===== src/rtl/serdes_tx_pkg.sv =====
// Shared constants for the serial transmitter: PRBS7 taps and seed, plus the idle clock-pattern polarity.
// Used by serdes_tx_serializer and serdes_tx_fifo.
package serdes_tx_pkg;

    localparam logic [6:0] PRBS7_DEFAULT_SEED = 7'h7F;
    localparam int         PRBS7_TAP_HI       = 6;
    localparam int         PRBS7_TAP_LO       = 5;

    // The first bit of an idle clock-pattern word; the following bits alternate from it.
    localparam logic       IDLE_FIRST_BIT     = 1'b1;

    // x^7 + x^6 + 1 in Fibonacci form; the output bit is the MSB.
    function automatic logic [6:0] prbs7_next(input logic [6:0] state);
        return {state[5:0], state[PRBS7_TAP_HI] ^ state[PRBS7_TAP_LO]};
    endfunction

endpackage


===== src/rtl/serdes_tx_fifo.sv =====
// Small synchronous word FIFO with push/pop, full/empty flags and an occupancy count.
// The head word is presented combinationally so that a pop lands directly in the shift register.
module serdes_tx_fifo
    import serdes_tx_pkg::*;
#(
    parameter int WIDTH = 10,
    parameter int DEPTH = 4
) (
    input  logic                       clk,
    input  logic                       srst,
    input  logic                       wr_en,
    input  logic [WIDTH-1:0]           wr_data,
    input  logic                       rd_en,
    output logic [WIDTH-1:0]           rd_data,
    output logic                       full,
    output logic                       empty,
    output logic [$clog2(DEPTH):0]     level
);

    localparam int AW = $clog2(DEPTH);

    logic [WIDTH-1:0] mem [DEPTH];
    logic [AW-1:0]    wr_ptr_reg;
    logic [AW-1:0]    rd_ptr_reg;
    logic [AW:0]      level_reg;
    logic             do_wr;
    logic             do_rd;

    assign full    = (level_reg == (AW+1)'(DEPTH));
    assign empty   = (level_reg == '0);
    assign level   = level_reg;
    assign do_wr   = wr_en && !full;
    assign do_rd   = rd_en && !empty;
    assign rd_data = mem[rd_ptr_reg];

    always_ff @(posedge clk) begin
        if (do_wr) begin
            mem[wr_ptr_reg] <= wr_data;
        end
    end

    // Pointers wrap naturally because DEPTH is a power of two.
    always_ff @(posedge clk) begin
        if (srst) begin
            wr_ptr_reg <= '0;
            rd_ptr_reg <= '0;
            level_reg  <= '0;
        end else begin
            if (do_wr) wr_ptr_reg <= wr_ptr_reg + AW'(1);
            if (do_rd) rd_ptr_reg <= rd_ptr_reg + AW'(1);
            case ({do_wr, do_rd})
                2'b10:   level_reg <= level_reg + (AW+1)'(1);
                2'b01:   level_reg <= level_reg - (AW+1)'(1);
                default: level_reg <= level_reg;
            endcase
        end
    end

endmodule


===== src/rtl/serdes_tx_serializer.sv =====
// Parallel-to-serial transmitter: FIFO-buffered words shifted out one bit per clk, idle fill on underrun.
// Optional macro TX_PRBS_EN: idle bits come from a PRBS7 LFSR instead of the 1010 clock pattern.
module serdes_tx_serializer
    import serdes_tx_pkg::*;
#(
    parameter int         NBIT       = 10,
    parameter bit         MSB_FIRST  = 1'b1,
    parameter int         FIFO_DEPTH = 4,
    parameter logic [6:0] PRBS_SEED  = PRBS7_DEFAULT_SEED
) (
    input  logic                          clk,
    input  logic                          rst,
    input  logic [NBIT-1:0]               din,
    input  logic                          din_valid,
    output logic                          din_ready,
    output logic                          data,
    output logic                          word_start,
    output logic                          idle,
    output logic                          underrun,
    output logic [$clog2(FIFO_DEPTH):0]   fifo_level
);

    localparam int              CW       = (NBIT > 1) ? $clog2(NBIT) : 1;
    localparam logic [CW-1:0]   CNT_LAST = CW'(NBIT - 1);

    if (PRBS_SEED == 7'd0) begin : g_bad_seed
        $error("PRBS_SEED must be nonzero");
    end
    if ((FIFO_DEPTH < 2) || ((FIFO_DEPTH & (FIFO_DEPTH - 1)) != 0)) begin : g_bad_depth
        $error("FIFO_DEPTH must be a power of two and at least 2");
    end

    logic [CW-1:0]   cnt_reg,      cnt_next;
    logic [NBIT-1:0] shreg_reg,    shreg_next;
    logic            data_reg,     data_next;
    logic            ws_reg,       ws_next;
    logic            idle_reg,     idle_next;
    logic            underrun_reg, underrun_next;
    logic            accepted_reg, accepted_next;

    logic [NBIT-1:0] head;
    logic [NBIT-1:0] idle_word;
    logic [NBIT-1:0] word_src;
    logic            fifo_full;
    logic            fifo_empty;
    logic            load;
    logic            push;
    logic            pop;
    logic            idle_bit_now;

    assign load = (cnt_reg == CNT_LAST);
    assign push = din_valid && !fifo_full;
    assign pop  = load && !fifo_empty;

    serdes_tx_fifo #(
        .WIDTH (NBIT),
        .DEPTH (FIFO_DEPTH)
    ) u_fifo (
        .clk     (clk),
        .srst    (rst),
        .wr_en   (push),
        .wr_data (din),
        .rd_en   (pop),
        .rd_data (head),
        .full    (fifo_full),
        .empty   (fifo_empty),
        .level   (fifo_level)
    );

    function automatic logic first_bit(input logic [NBIT-1:0] w);
        return MSB_FIRST ? w[NBIT-1] : w[0];
    endfunction

    function automatic logic [NBIT-1:0] shift_out(input logic [NBIT-1:0] w);
        return MSB_FIRST ? (w << 1) : (w >> 1);
    endfunction

`ifdef TX_PRBS_EN
    // Idle bits bypass the shift register, so the idle word content is irrelevant.
    assign idle_word = '0;

    logic [6:0] lfsr_reg, lfsr_next;
`else
    // Alternating pattern laid out so that transmission position 0 carries IDLE_FIRST_BIT.
    for (genvar gi = 0; gi < NBIT; gi++) begin : g_idle_word
        assign idle_word[MSB_FIRST ? (NBIT - 1 - gi) : gi] =
            ((gi % 2) == 0) ? IDLE_FIRST_BIT : ~IDLE_FIRST_BIT;
    end
`endif

    assign word_src     = fifo_empty ? idle_word : head;
    assign idle_bit_now = load ? fifo_empty : idle_reg;

    always_comb begin
        cnt_next      = cnt_reg + CW'(1);
        shreg_next    = shift_out(shreg_reg);
        data_next     = first_bit(shreg_reg);
        ws_next       = 1'b0;
        idle_next     = idle_reg;
        underrun_next = underrun_reg;
        accepted_next = accepted_reg | push;
        if (load) begin
            cnt_next      = '0;
            shreg_next    = shift_out(word_src);
            data_next     = first_bit(word_src);
            ws_next       = 1'b1;
            idle_next     = fifo_empty;
            // A push on this same edge does not count as a prior acceptance.
            underrun_next = underrun_reg | (fifo_empty & accepted_reg);
        end
`ifdef TX_PRBS_EN
        lfsr_next = lfsr_reg;
        if (idle_bit_now) begin
            data_next = lfsr_reg[PRBS7_TAP_HI];
            lfsr_next = prbs7_next(lfsr_reg);
        end
`endif
    end

    always_ff @(posedge clk) begin
        if (rst) begin
            cnt_reg      <= CNT_LAST;
            shreg_reg    <= '0;
            data_reg     <= 1'b0;
            ws_reg       <= 1'b0;
            idle_reg     <= 1'b1;
            underrun_reg <= 1'b0;
            accepted_reg <= 1'b0;
        end else begin
            cnt_reg      <= cnt_next;
            shreg_reg    <= shreg_next;
            data_reg     <= data_next;
            ws_reg       <= ws_next;
            idle_reg     <= idle_next;
            underrun_reg <= underrun_next;
            accepted_reg <= accepted_next;
        end
    end

`ifdef TX_PRBS_EN
    always_ff @(posedge clk) begin
        if (rst) begin
            lfsr_reg <= PRBS_SEED;
        end else begin
            lfsr_reg <= lfsr_next;
        end
    end
`else
    // Keeps the otherwise unused qualifier visible to lint in the clock-pattern build.
    logic unused_idle_bit;
    assign unused_idle_bit = idle_bit_now;
`endif

    assign din_ready  = !fifo_full;
    assign data       = data_reg;
    assign word_start = ws_reg;
    assign idle       = idle_reg;
    assign underrun   = underrun_reg;

endmodule

===== config.mk =====
export PLATFORM = sky130hd
export DESIGN_NAME = serdes_tx_serializer
export DESIGN_NICKNAME = d
export VERILOG_FILES = /design/src/rtl/serdes_tx_pkg.sv /design/src/rtl/serdes_tx_fifo.sv /design/src/rtl/serdes_tx_serializer.sv
export SDC_FILE = /design/constraint.sdc
export NUM_CORES = 1
export LEC_CHECK = 0
export BUFFER_PORTS_ARGS = -buffer_cell sky130_fd_sc_hd__buf_2
export CORE_MARGIN = 1
export CORE_UTILIZATION = 55
export DETAILED_ROUTE_END_ITERATION = 8
export GPL_ROUTABILITY_DRIVEN = 0
export PLACE_DENSITY = 0.74
export SYNTH_ARGS = -nofsm -noshare
export SYNTH_HDL_FRONTEND = slang
export SYNTH_SLANG_ARGS = --single-unit

===== constraint.sdc =====
create_clock -name clk -period 3.2 [get_ports clk]
set_clock_uncertainty 0.2 [all_clocks]
set_input_delay 0.32 -clock clk [delete_from_list [all_inputs] [get_ports clk]]
set_output_delay 0.32 -clock clk [all_outputs]
set_load 0.05 [all_outputs]

# Yosys cells after proc, flatten, opt, wreduce, memory -nomap -nowiden
# Memories as Yosys holds them, arrays and structs flattened. A register that Yosys moved wholly into a read port is not among the register bits.
# Index checks and enable logic that the tools add are counted.
word_totals:
  regBits: 26
  latch_bits: 0
  mem_bits_rw: 40
  mem_bits_ro: 0
  in_bits: 13
  out_inout_bits: 8
  elab_cells: 43
  mem_count: 1
memory_table:
  columns: ["name", "words", "width", "read_ports", "rd_ports_with_merged_regs", "wr", "line", "source"]
  rows:
  - ["u_fifo.mem", 4, 10, 1, 1, 1, "serdes_tx_fifo.sv:22", "logic [WIDTH-1:0] mem [DEPTH];"]
op_classes:
  n_addsub: 5
  multipliers: 0
  div: 0
  order_cmp: 0
  eq_ne: 4
  shift: 0
  mux: 10
  n_bitwise: 3
  reduce_logical: 9
ops:
  columns: ["cell", "n"]
  rows:
  - ["$mux 10", 2]
  - ["$pmux 3 s2", 1]
  - ["$add 2x1->2 const B", 2]
  - ["$add 4x1->4 const B", 1]
  - ["$eq 4x4->1 const B", 1]
  - ["$logic_and 1x1->1", 4]
  - ["$mux 1", 4]
  - ["$mux 2", 2]
  - ["$mux 4", 1]
  - ["$add 3x1->3 const B", 1]
  - ["$eq 3x3->1 const B", 1]
  - ["$logic_not 3->1", 1]
  - ["$sub 3x1->3 const B", 1]
  - ["$eq 2x1->1 const B", 1]
  - ["$eq 2x2->1 const B", 1]
  - ["$logic_not 1->1", 2]
  - ["$or 1x1->1", 2]
  - ["$reduce_bool 2->1", 1]
  - ["$reduce_or 2->1", 1]
  - ["$and 1x1->1", 1]

# Longest topological paths before layout
# Gate-level depths: netlist of the first run.
logic_depth:
  depth_word: 6
  mapped_depth: 11
  mapped_depth_nobuf: 10

# By module
# Synthesis of the first run repeated with hierarchy kept, for this count alone.
hier_totals:
  cells_unflattened: 183
  area_unflattened_um2: 2730.1
modules_own_cells:
  columns: ["mod", "n_inst", "cells_each", "area_per_inst_um2", "seq_area_each_um2"]
  rows:
  - ["serdes_tx_fifo", 1, 106, 1920.6, 1381.3]
  - ["serdes_tx_serializer", 1, 77, 809.5, 360.3]

# Least setup slack after synthesis of the first run
# No wires, ideal clock.
synth_path:
  kind: "register to register"
  startpoint: "register u_fifo.level_reg[2], in the netlist u_fifo.level[2]"
  endpoint: "register u_fifo.level_reg[2], in the netlist u_fifo.level[2]"
  setup_time_ns: 0.071
  arrival_ns: 2.462
  required_ns: 2.929
  path_slack_ns: 0.468
  path_stages_with_launch: 10
  n_path_buf: 1
  period_less_slack_ns: 2.732
  cell_sequence: "dfxtp_1 or3b_1 buf_6 nand2_1 ha_1 inv_1 fa_1 xor2_1 or3_1 a21oi_1"
synth_via:
  elab_chain_len: 6
  elab_cells_between_ends: 14
  classes_between: "2 x add/sub; 3 x eq/ne; 1 x mux; 8 x reduce/logical"
synth_rtl:
  columns: ["item", "line", "source"]
  rows:
  - ["start: declaration", "serdes_tx_fifo.sv:25", "logic [AW:0] level_reg;"]
  - ["start signal: assignment", "serdes_tx_fifo.sv:52", "2'b10: level_reg <= level_reg + (AW+1)'(1);"]
  - ["start signal: assignment", "serdes_tx_fifo.sv:53", "2'b01: level_reg <= level_reg - (AW+1)'(1);"]
  - ["start signal: assignment", "serdes_tx_fifo.sv:54", "default: level_reg <= level_reg;"]
  - ["$eq 3x3->1 *", "serdes_tx_fifo.sv:29", "assign full = (level_reg == (AW+1)'(DEPTH));"]
  - ["$logic_not 1->1 *", null, null]
  - ["named net din_ready", "serdes_tx_serializer.sv:15", "output logic din_ready,"]
  - ["$logic_and 1x1->1", "serdes_tx_serializer.sv:52", "assign push = din_valid && !fifo_full;"]
  - ["$logic_and 1x1->1 *", "serdes_tx_fifo.sv:32", "assign do_wr = wr_en && !full;"]
  - ["$eq 2x1->1 / $eq 2x2->1 (equally long branches)", "serdes_tx_fifo.sv:51", "case ({do_wr, do_rd})"]
  - ["$pmux 3 s2 / $reduce_bool 2->1 (equally long branches)", null, null]
# The timed path passes the listed nets; every way through them passes the cells marked *.
# A chain may end at the register's enable or synchronous reset.

# Final worst setup path of the first run
layout_path:
  startpoint: "register cnt_reg[0]"
  endpoint: "register u_fifo.level_reg[2], in the netlist u_fifo.level[2]"
layout_via:
  elab_chain_len: 5
  elab_cells_between_ends: 7
  classes_between: "3 x eq/ne; 1 x mux; 3 x reduce/logical"
layout_rtl:
  columns: ["item", "line", "source"]
  rows:
  - ["start: declaration", "serdes_tx_serializer.sv:33", "logic [CW-1:0] cnt_reg, cnt_next;"]
  - ["start signal: assignment", "serdes_tx_serializer.sv:130", "cnt_reg <= cnt_next;"]
  - ["$eq 4x4->1 *", "serdes_tx_serializer.sv:51", "assign load = (cnt_reg == CNT_LAST);"]
  - ["$logic_and 1x1->1 *", "serdes_tx_serializer.sv:53", "assign pop = load && !fifo_empty;"]
  - ["$logic_and 1x1->1 *", "serdes_tx_fifo.sv:33", "assign do_rd = rd_en && !empty;"]
  - ["named net u_fifo.do_rd", "serdes_tx_fifo.sv:27", "logic do_rd;"]
  - ["$eq 2x1->1 / $eq 2x2->1 (equally long branches)", "serdes_tx_fifo.sv:51", null]
  - ["$pmux 3 s2 / $reduce_bool 2->1 (equally long branches)", null, null]
# Marks and branches as above.

==> results of run 1 <==
-- metal layers --
| metal | up-vias | global-route usage, % | wire (um) |
|---|---|---|---|
| li1 | 721 | - | - |
| met5 | - | 0 | 0 |
| met4 | 0 | 10.0 | 91 |
| met1 | 715 | 24.2 | 1910 |
| met2 | 30 | 34.2 | 2190 |
| met3 | 9 | 6.98 | 151 |
-- timing repair --
action                                 4_1_cts  5_1_grt
resized for setup                            0        0
buffers inserted                             0        0
endpoints found under the hold margin       40        0
hold buffers                                10        0
-- cell usage after synthesis (3+ instances only) --
cell type  instances  area share, %
edfxtp_1          40             46
dfxtp_1           27             21
nor2_1            13            1.9
nor3_1            13            2.5
inv_1             11            1.6
a21oi_1            8            1.5
mux4_2             8            6.9
ha_1               7            3.4
o21ai_0            6            1.2
and3_1             4           0.96
nand3b_1           4            1.2
buf_2              3           0.58
or3_1              3           0.72
-- critical path, cell delays in order (launching register included) --
cell	delay [ps]
dfxtp_1	380
ha_1	250
nand3b_4	190
nor2_1	210
ha_1	210
inv_1	60
fa_1	390
xor2_1	170
or3_1	320
a21oi_1	170
-- power groups by stage --
stage,Clock (mW),Combinational [mW],Sequential (mW)
CTS,0.578,0.597,1.13
floorplan,0,0.396,1.20
detailed placement,0,0.582,1.15
global placement,0,0.556,1.13
global route,0.613,0.652,1.14
finish,0.562,0.592,1.12
-- kinds of logic after synthesis --
family / count (synthesis)
AO/OA/AOI/OAI: 21
adder cells (fa/ha/maj): 8
multiplexers: 10
flip-flops: 67
XOR/XNOR: 4
AND/OR/NAND/NOR: 47
buffers and inverters: 20
-- cells in the final DEF (no fill, tap or decap), drive strengths merged, types with 2 or more instances in the layout --
| master | n |
|---|---|
| a21o | 2 |
| ha | 7 |
| clkbuf | 12 |
| mux4 | 10 |
| buf | 21 |
| dfxtp | 27 |
| inv | 11 |
| o21ai | 6 |
| nand2 | 2 |
| or3 | 3 |
| nand3b | 5 |
| o21bai | 2 |
| nor3 | 13 |
| clkinv | 4 |
| edfxtp | 40 |
| dlygate4sd3 | 10 |
| and3 | 4 |
| nor2 | 13 |
| xor2 | 2 |
| a21oi | 8 |
| nand3 | 2 |
| xnor2 | 2 |
-- per-stage QoR --
step	instance area (sq um)	std cells	util (%)
6_report	2970	267	66.8
5_1_grt	2970	267	66.8
4_1_cts	2970	267	66.8
3_5_place_dp	2720	241	61.1
3_3_place_gp	2720	241	61.1
2_1_floorplan	2600	177	-
-- worst paths after layout --
check / startpoint / to / slack (ps) / cells after the start
worst max-delay path: cnt_reg[0] / u_fifo.level[2] / 560 / 9
worst min-delay path: din_valid / u_fifo.wr_ptr_reg[1] / 140 / 3
worst max register to register: cnt_reg[0] / u_fifo.level[2] / 560 / 9
worst min register to register: underrun / underrun / 270 / 2
-- area by class of cell --
class | instances | area (sq um) | area share (%)
sequential | 67 | 1740 | 58.6
multi-input combinational | 90 | 762 | 25.7
timing repair buffer | 31 | 208 | 6.99
clock buffer | 12 | 135 | 4.55
tap | 52 | 65.1 | 2.19
inverter | 11 | 41.3 | 1.39
clock inverter | 4 | 17.5 | 0.590
==> impl_metrics.py, run 1 <==
metrics = {
    "outcome": {
        "outcome": "completed",
    },
    "worst_setup_path": {
        "required_ps": 3270,
        "crit_fanout": 16,
        "critPathKind": "reg -> reg",
        "end_kind": "register",
        "start_kind": "register",
        "crit_arrival_ps": 2710,
    },
    "flow_run": {
        "max-cap-violations": 0,
    },
    "place": {
        "hpwl_um": 2860,
        "portBuffers": 20,
        "post-place-ws_ps": 581,
    },
    "power_and_ir_drop": {
        "power_leakage_nw": 1.10,
        "switchingPower_uw": 733,
        "p_comb_share_pct": 26.0,
        "pwr-share-clk_pct": 24.7,
        "power_frac_seq_pct": 49.4,
        "swShare_pct": 32.2,
        "power.total_mw": 2.28,
        "pwr_density_cell_nw_per_um2": 767,
        "p_int_mw": 1.54,
        "ir_drop_mv": 0.446,
    },
    "timing": {
        "holdWs_ps": 141,
        "maxSlewViolCount": 0,
        "fin_crit_sh_pct": 82.5,
        "layout_setup_ws_ps": 560,
        "max-slew-margin-rel_pct": 58.8,
        "tightestPinTransition_ps": 618,
        "fin_crit_ps": 2640,
        "hold_viol_final": 0,
        "max_freq_mhz": 379,
        "setup_violations": 0,
        "rsz0062_at_grt": "false",
        "fin_setup_tns_ps": 0,
    },
    "synth": {
        "synth-main-ff-cell": "edfxtp_1",
        "synth_seq_cells": 67,
        "synthDistinctLibCells": 34,
        "synth_area_sq_um": 2600,
        "synth_fp_nets": 198,
        "synth_async_sr_flop_share_pct": 0,
        "synth-edff-count": 40,
        "ys_seq_area_share_pct": 67.0,
        "synth_mux_area_share_pct": 8.96,
        "yosys_warnings": 0,
        "synth-simple-area-share_pct": 10.2,
        "synth_fa_ha_area_share_pct": 4.14,
        "synth_compound_area_share_pct": 4.72,
        "syn_inst": 177,
        "synth_top_family_by_area": "simple AND/OR/NAND/NOR gates",
        "synth.avg_cell_area_sq_um": 14.7,
        "synthXorXnorAreaFrac_pct": 1.35,
    },
    "drt": {
        "drc": 0,
        "dr.pass1.iters": 4,
        "drt-vias-per-instance": 5.52,
        "routed_wl_um": 4340,
        "num_vias": 1475,
        "ant_nets": 0,
        "first_iter_violations": 123,
        "wl_per_cell_um": 16.3,
    },
    "clock_tree": {
        "cts_tree": "yes",
        "clk_latency_ps": 340,
        "cts_root_buf": "clkbuf_8",
        "cts.sinks": 67,
        "htreeDepth": 3,
        "clk_pin_slew_ps": 70,
        "cts-buffers-inserted": 9,
        "clockBufferDepth": 2,
    },
    "floorplan": {
        "fp-row-count": 24,
        "die_y_um": 70.7,
        "core_sq_um": 4440,
        "die_w_um": 70.7,
        "dieArea_sq_um": 5000,
        "ios": 21,
        "start_util_pct": 58.5,
    },
    "grt": {
        "grt_overflow_total": 0,
        "grt_max_degree": 27,
        "antenna_found_initial": 0,
        "grt_pass1_vias": 1587,
        "grtUsageTotal_pct": 20.6,
        "grt_pass1_wl_um": 7390,
    },
    "hold_path": {
        "hold_class": "in -> reg",
    },
    "finish": {
        "largest_reg_flops": 40,
        "syn2layout_area_growth_pct": 14.3,
        "final_net_count": 231,
        "drive_above_1_share_pct": 19.1,
        "antenna_cells": 0,
        "fillers": 311,
    },
}
Power figures use the tool's default switching activity.
==> inputs of run 2 (changes only) <==
--- a/config.mk
+++ b/config.mk
@@ -7,7 +7,7 @@
 export LEC_CHECK = 0
 export BUFFER_PORTS_ARGS = -buffer_cell sky130_fd_sc_hd__buf_2
 export CORE_MARGIN = 1
-export CORE_UTILIZATION = 55
+export CORE_UTILIZATION = 52
 export DETAILED_ROUTE_END_ITERATION = 8
 export GPL_ROUTABILITY_DRIVEN = 0
 export PLACE_DENSITY = 0.74
==> constraint.sdc (replaced) <==
create_clock -name clk -period 2.2 [get_ports clk]
set_clock_uncertainty 0.2 [all_clocks]
set_input_delay 0.22 -clock clk [delete_from_list [all_inputs] [get_ports clk]]
set_output_delay 0.22 -clock clk [all_outputs]
set_load 0.05 [all_outputs]
==> impl_metrics.py, run 2 (synthesis results as in run 1) <==
metrics = {
    "clock_tree": {
        "cts_tree": "yes",
        "clockBufferDepth": 2,
        "cts-buffers-inserted": 9,
        "clk_latency_ps": 340,
        "cts_root_buf": "clkbuf_8",
        "clk_pin_slew_ps": 60,
        "cts.sinks": 67,
        "htreeDepth": 3,
    },
    "floorplan": {
        "dieArea_sq_um": 5280,
        "ios": 21,
        "core_sq_um": 4750,
        "fp-row-count": 25,
        "die_w_um": 72.7,
        "die_y_um": 72.7,
        "start_util_pct": 54.7,
    },
    "worst_setup_path": {
        "crit_arrival_ps": 2310,
        "critPathKind": "reg -> reg",
        "required_ps": 2260,
        "end_kind": "register",
        "crit_fanout": 5,
        "worstRegToRegCells": 8,
        "start_kind": "register",
    },
    "finish": {
        "fin_util_pct": 66.0,
        "antenna_cells": 0,
        "finalNonFillerCells": 294,
        "seq_area_sq_um": 1750,
        "largest_reg_flops": 40,
        "final_cell_area_sq_um": 3140,
        "syn2layout_area_growth_pct": 20.7,
        "final_net_count": 243,
        "final_common_cell": "edfxtp_1",
        "drive_above_1_share_pct": 28.6,
        "layout_common_cells": "40 x edfxtp_1, 24 x dfxtp_1, 20 x buf_2",
        "multi_input_area_sq_um": 801,
        "fillers": 356,
    },
    "place": {
        "place_inst": 268,
        "portBuffers": 20,
        "hpwl_um": 3100,
        "placed_area_sq_um": 2860,
        "post-place-ws_ps": -112,
    },
    "drt": {
        "dr.pass1.iters": 4,
        "ant_nets": 0,
        "wl_per_cell_um": 15.8,
        "drt-vias-per-instance": 5.33,
        "first_iter_violations": 85,
        "drc": 0,
        "num_vias": 1566,
        "routed_wl_um": 4640,
    },
    "flow_run": {
        "max-cap-violations": 0,
    },
    "timing": {
        "max_freq_mhz": 444,
        "tightestPinTransition_ps": 487,
        "setup_violations": 1,
        "rsz0062_at_grt": "true",
        "layout_setup_ws_ps": -51.2,
        "fin_crit_ps": 2250,
        "hold_viol_final": 0,
        "maxSlewViolCount": 0,
        "fin_crit_sh_pct": 102,
        "max-slew-margin-rel_pct": 67.5,
    },
    "power_and_ir_drop": {
        "ir_drop_mv": 0.603,
        "pwr_density_cell_nw_per_um2": 1120,
        "power_leakage_nw": 1.17,
    },
    "grt": {
        "grt_max_degree": 27,
        "grtUsageTotal_pct": 20.3,
        "grt_pass1_vias": 1598,
        "grt_pass1_wl_um": 7460,
        "antenna_found_initial": 0,
        "grt_overflow_total": 0,
    },
    "hold_path": {
        "hold_class": "in -> reg",
        "hold_depth": 3,
    },
    "outcome": {
        "violations": "setup timing",
        "outcome": "complete, but fails checks",
    },
}
-- run 2: cell count changes in the layout (fill, tap and decap cells not counted), moves of 2 or more --
cell     previous run  this run
dfxtp_1            27        24
buf_4               1        13
dfxtp_4             0         2
ha_1                7         5
-- run 2: repair_timing --
item                                    4_1_cts  5_1_grt
endpoints found under the setup margin        1        2
pin swaps                                     1        1
gates resized for setup                       3        0
hold buffers                                 10        0
setup buffers                                 0        0
hold endpoints to repair                     40        0
-- run 2: cell type report --
class / instances / area share, %
timing repair buffer: 43 / 9.49
multi-input combinational: 90 / 25.5
tap: 67 / 2.67
sequential: 67 / 55.8
clock buffer: 13 / 4.75
inverter: 11 / 1.32
clock inverter: 3 / 0.439
-- run 2: critical path, stage by stage (launching register included) --
cell and delay [ps]:
dfxtp_4 360, or3b_4 400, nand2_4 90, ha_4 130
inv_2 40, fa_2 340, xor2_1 160, or3_1 330
a21oi_2 130
-- run 2: path summary, 6_finish.rpt --
check                   from                    to  slack, ps
max          u_fifo.level[2]       u_fifo.level[2]        -50
min                din_valid  u_fifo.wr_ptr_reg[1]         70
max reg2reg  u_fifo.level[2]       u_fifo.level[2]        -50
min reg2reg     shreg_reg[2]          shreg_reg[3]        270
-- run 2: where the power goes --
part           internal (mW)  total, mW  leakage, nW  switching [mW]
combinational          0.432       1.03        0.494           0.600
sequential              1.52       1.62        0.591          0.0968
clock                  0.433      0.854       0.0848           0.421
-- run 2: layer usage --
layer  up-vias  global-route usage [%]  wire, um
met5         -                       0         0
met4         0                    11.5        97
met3        11                    6.49       213
met1       765                    22.6      1900
li1        743                       -         -
met2        47                    34.5      2430
-- run 2: metrics by stage --
stage | hold slack (ps) | total power, mW | setup TNS (ps)
2_1_floorplan | 114 | 2.38 | -256
3_3_place_gp | 228 | 2.58 | 0
3_5_place_dp | 234 | 2.65 | -112
4_1_cts | 54.1 | 3.52 | -62.2
5_1_grt | 80.5 | 3.68 | -163
6_report | 71.3 | 3.50 | -51.2
==> inputs of run 3 (changes only) <==
--- a/config.mk
+++ b/config.mk
@@ -11,6 +11,7 @@
 export DETAILED_ROUTE_END_ITERATION = 8
 export GPL_ROUTABILITY_DRIVEN = 0
 export PLACE_DENSITY = 0.74
+export REMOVE_ABC_BUFFERS = 1
 export SYNTH_ARGS = -nofsm -noshare
 export SYNTH_HDL_FRONTEND = slang
 export SYNTH_SLANG_ARGS = --single-unit
==> impl_metrics.py, run 3 (synthesis results as in run 1) <==
metrics = {
    "clock_tree": {
        "cts_setup_buffers": 0,
        "clk_pin_slew_ps": 70,
        "cts.sinks": 67,
        "cts_root_buf": "clkbuf_8",
        "clockBufferDepth": 2,
        "htreeDepth": 3,
        "clk_latency_ps": 330,
        "cts_tree": "yes",
        "cts-buffers-inserted": 9,
    },
    "power_and_ir_drop": {
        "p_comb_share_pct": 29.9,
        "p_int_mw": 2.54,
        "switchingPower_mw": 1.14,
        "pwr-share-clk_pct": 26.6,
        "power_leakage_nw": 1.20,
        "swShare_pct": 30.9,
        "power_frac_seq_pct": 43.5,
        "pwr_density_cell_nw_per_um2": 1150,
        "ir_drop_mv": 0.690,
    },
    "finish": {
        "drive_above_1_share_pct": 30.3,
        "syn2layout_area_growth_pct": 22.9,
        "layout_common_cells": "40 x edfxtp_1, 24 x dfxtp_1, 20 x buf_2",
        "final_common_cell": "edfxtp_1",
        "final_net_count": 244,
        "largest_reg_flops": 40,
        "antenna_cells": 0,
        "finalNonFillerCells": 295,
    },
    "floorplan": {
        "ios": 21,
        "die_y_um": 72.7,
        "start_util_pct": 54.7,
        "die_w_um": 72.7,
        "dieArea_sq_um": 5280,
        "fp-row-count": 25,
        "core_sq_um": 4750,
    },
    "drt": {
        "wl_per_cell_um": 15.3,
        "dr.pass1.iters": 4,
        "num_vias": 1538,
        "ant_nets": 0,
        "drt-vias-per-instance": 5.21,
        "drc": 0,
        "first_iter_violations": 53,
        "routed_wl_um": 4500,
    },
    "timing": {
        "fin_crit_sh_pct": 100,
        "rsz0062_at_grt": "true",
        "maxSlewViolCount": 0,
        "fin_crit_ps": 2200,
        "max-slew-margin-rel_pct": 62.4,
        "tightestPinTransition_ps": 564,
        "layout_setup_ws_ps": 0.338,
        "max_freq_mhz": 455,
        "hold_viol_final": 0,
        "setup_violations": 0,
    },
    "worst_setup_path": {
        "crit_arrival_ps": 2270,
        "path_delay_family": "simple AND/OR/NAND/NOR gates",
        "crit_slowest_cell": "or3b_4",
        "start_kind": "register",
        "path_cells": "or3b_4, nand2_4, ha_4, inv_1, fa_2, xor2_1, or3_1, a21oi_2",
        "max_stage_delay_ps": 410,
        "end_kind": "register",
        "critPathKind": "reg -> reg",
        "crit_fanout": 2,
        "crit_buf_inv": 1,
        "required_ps": 2270,
    },
    "place": {
        "portBuffers": 20,
        "post-place-ws_ps": -123,
        "hpwl_um": 3040,
        "place_inst": 269,
    },
    "outcome": {
        "outcome": "completed",
    },
    "hold_path": {
        "hold_class": "in -> reg",
    },
    "grt": {
        "grtUsageTotal_pct": 19.5,
        "antenna_found_initial": 0,
        "grt_pass1_wl_um": 7180,
        "grt_pass1_vias": 1592,
        "grt_overflow_total": 0,
        "grt_max_degree": 27,
    },
    "flow_run": {
        "max-cap-violations": 0,
    },
}
run 3: path summary, 6_finish.rpt:
| path | start | to | slack [ps] | depth (start not counted) |
|---|---|---|---|---|
| setup / recovery | u_fifo.level[0] | u_fifo.level[2] | 0.3 | 8 |
| hold / removal | din_valid | u_fifo.wr_ptr_reg[0] | 60 | 3 |
| setup reg to reg | u_fifo.level[0] | u_fifo.level[2] | 0.3 | 8 |
| hold reg to reg | shreg_reg[8] | shreg_reg[9] | 260 | 2 |
run 3: routing by layer:
layer / share of wire [%] / wire length [um] / global-route usage [%]
met3: 4.5 / 201 / 5.66
met5: 0 / 0 / 0
met4: 2.8 / 127 / 13.1
met1: 40 / 1810 / 21.9
met2: 53 / 2370 / 32.3
run 3: repair_timing:
action | 4_1_cts | 5_1_grt
hold endpoints to repair | 40 | 0
resized for setup | 11 | 4
pin swaps | 2 | 1
gates cloned | 0 | 0
hold buffers | 10 | 0
endpoints found under the setup margin | 1 | 2
run 3: worst min-delay path, delay by kind of cell:
family	cells	cell delay (ps)
and+or+nand+nor	1	100
buffers and inverters	1	160
AOI/OAI and AO/OA	1	60
run 3: area by class of cell:
| type | count | area (sq um) |
|---|---|---|
| Sequential cell | 67 | 1750 |
| Fill cell | 349 | 1560 |
| Multi-Input combinational cell | 90 | 816 |
| Timing Repair Buffer | 44 | 305 |
| Clock buffer | 15 | 196 |
| Tap cell | 67 | 83.8 |
| Inverter | 11 | 41.3 |
| Clock inverter | 1 | 5.00 |
run 3: per-stage QoR:
stage	util [%]	area, sq um	TNS [ps]	hold WS, ps	power, mW
detailed placement	59.6	2830	-123	238	2.63
CTS	66.8	3180	0	31.4	3.69
floorplan	-	2540	-4750	89.1	2.27
finish	67.2	3190	0	64.4	3.68
global route	67.2	3190	-75.2	77.5	3.85
global placement	59.6	2830	-12.6	228	2.56
run 3: power groups by stage:
stage | clock network, mW | registers (mW) | logic (mW)
global route | 1.04 | 1.62 | 1.18
finish | 0.979 | 1.60 | 1.10
global placement | 0 | 1.61 | 0.952
detailed placement | 0 | 1.62 | 1.01
CTS | 0.998 | 1.60 | 1.09
floorplan | 0 | 1.78 | 0.491
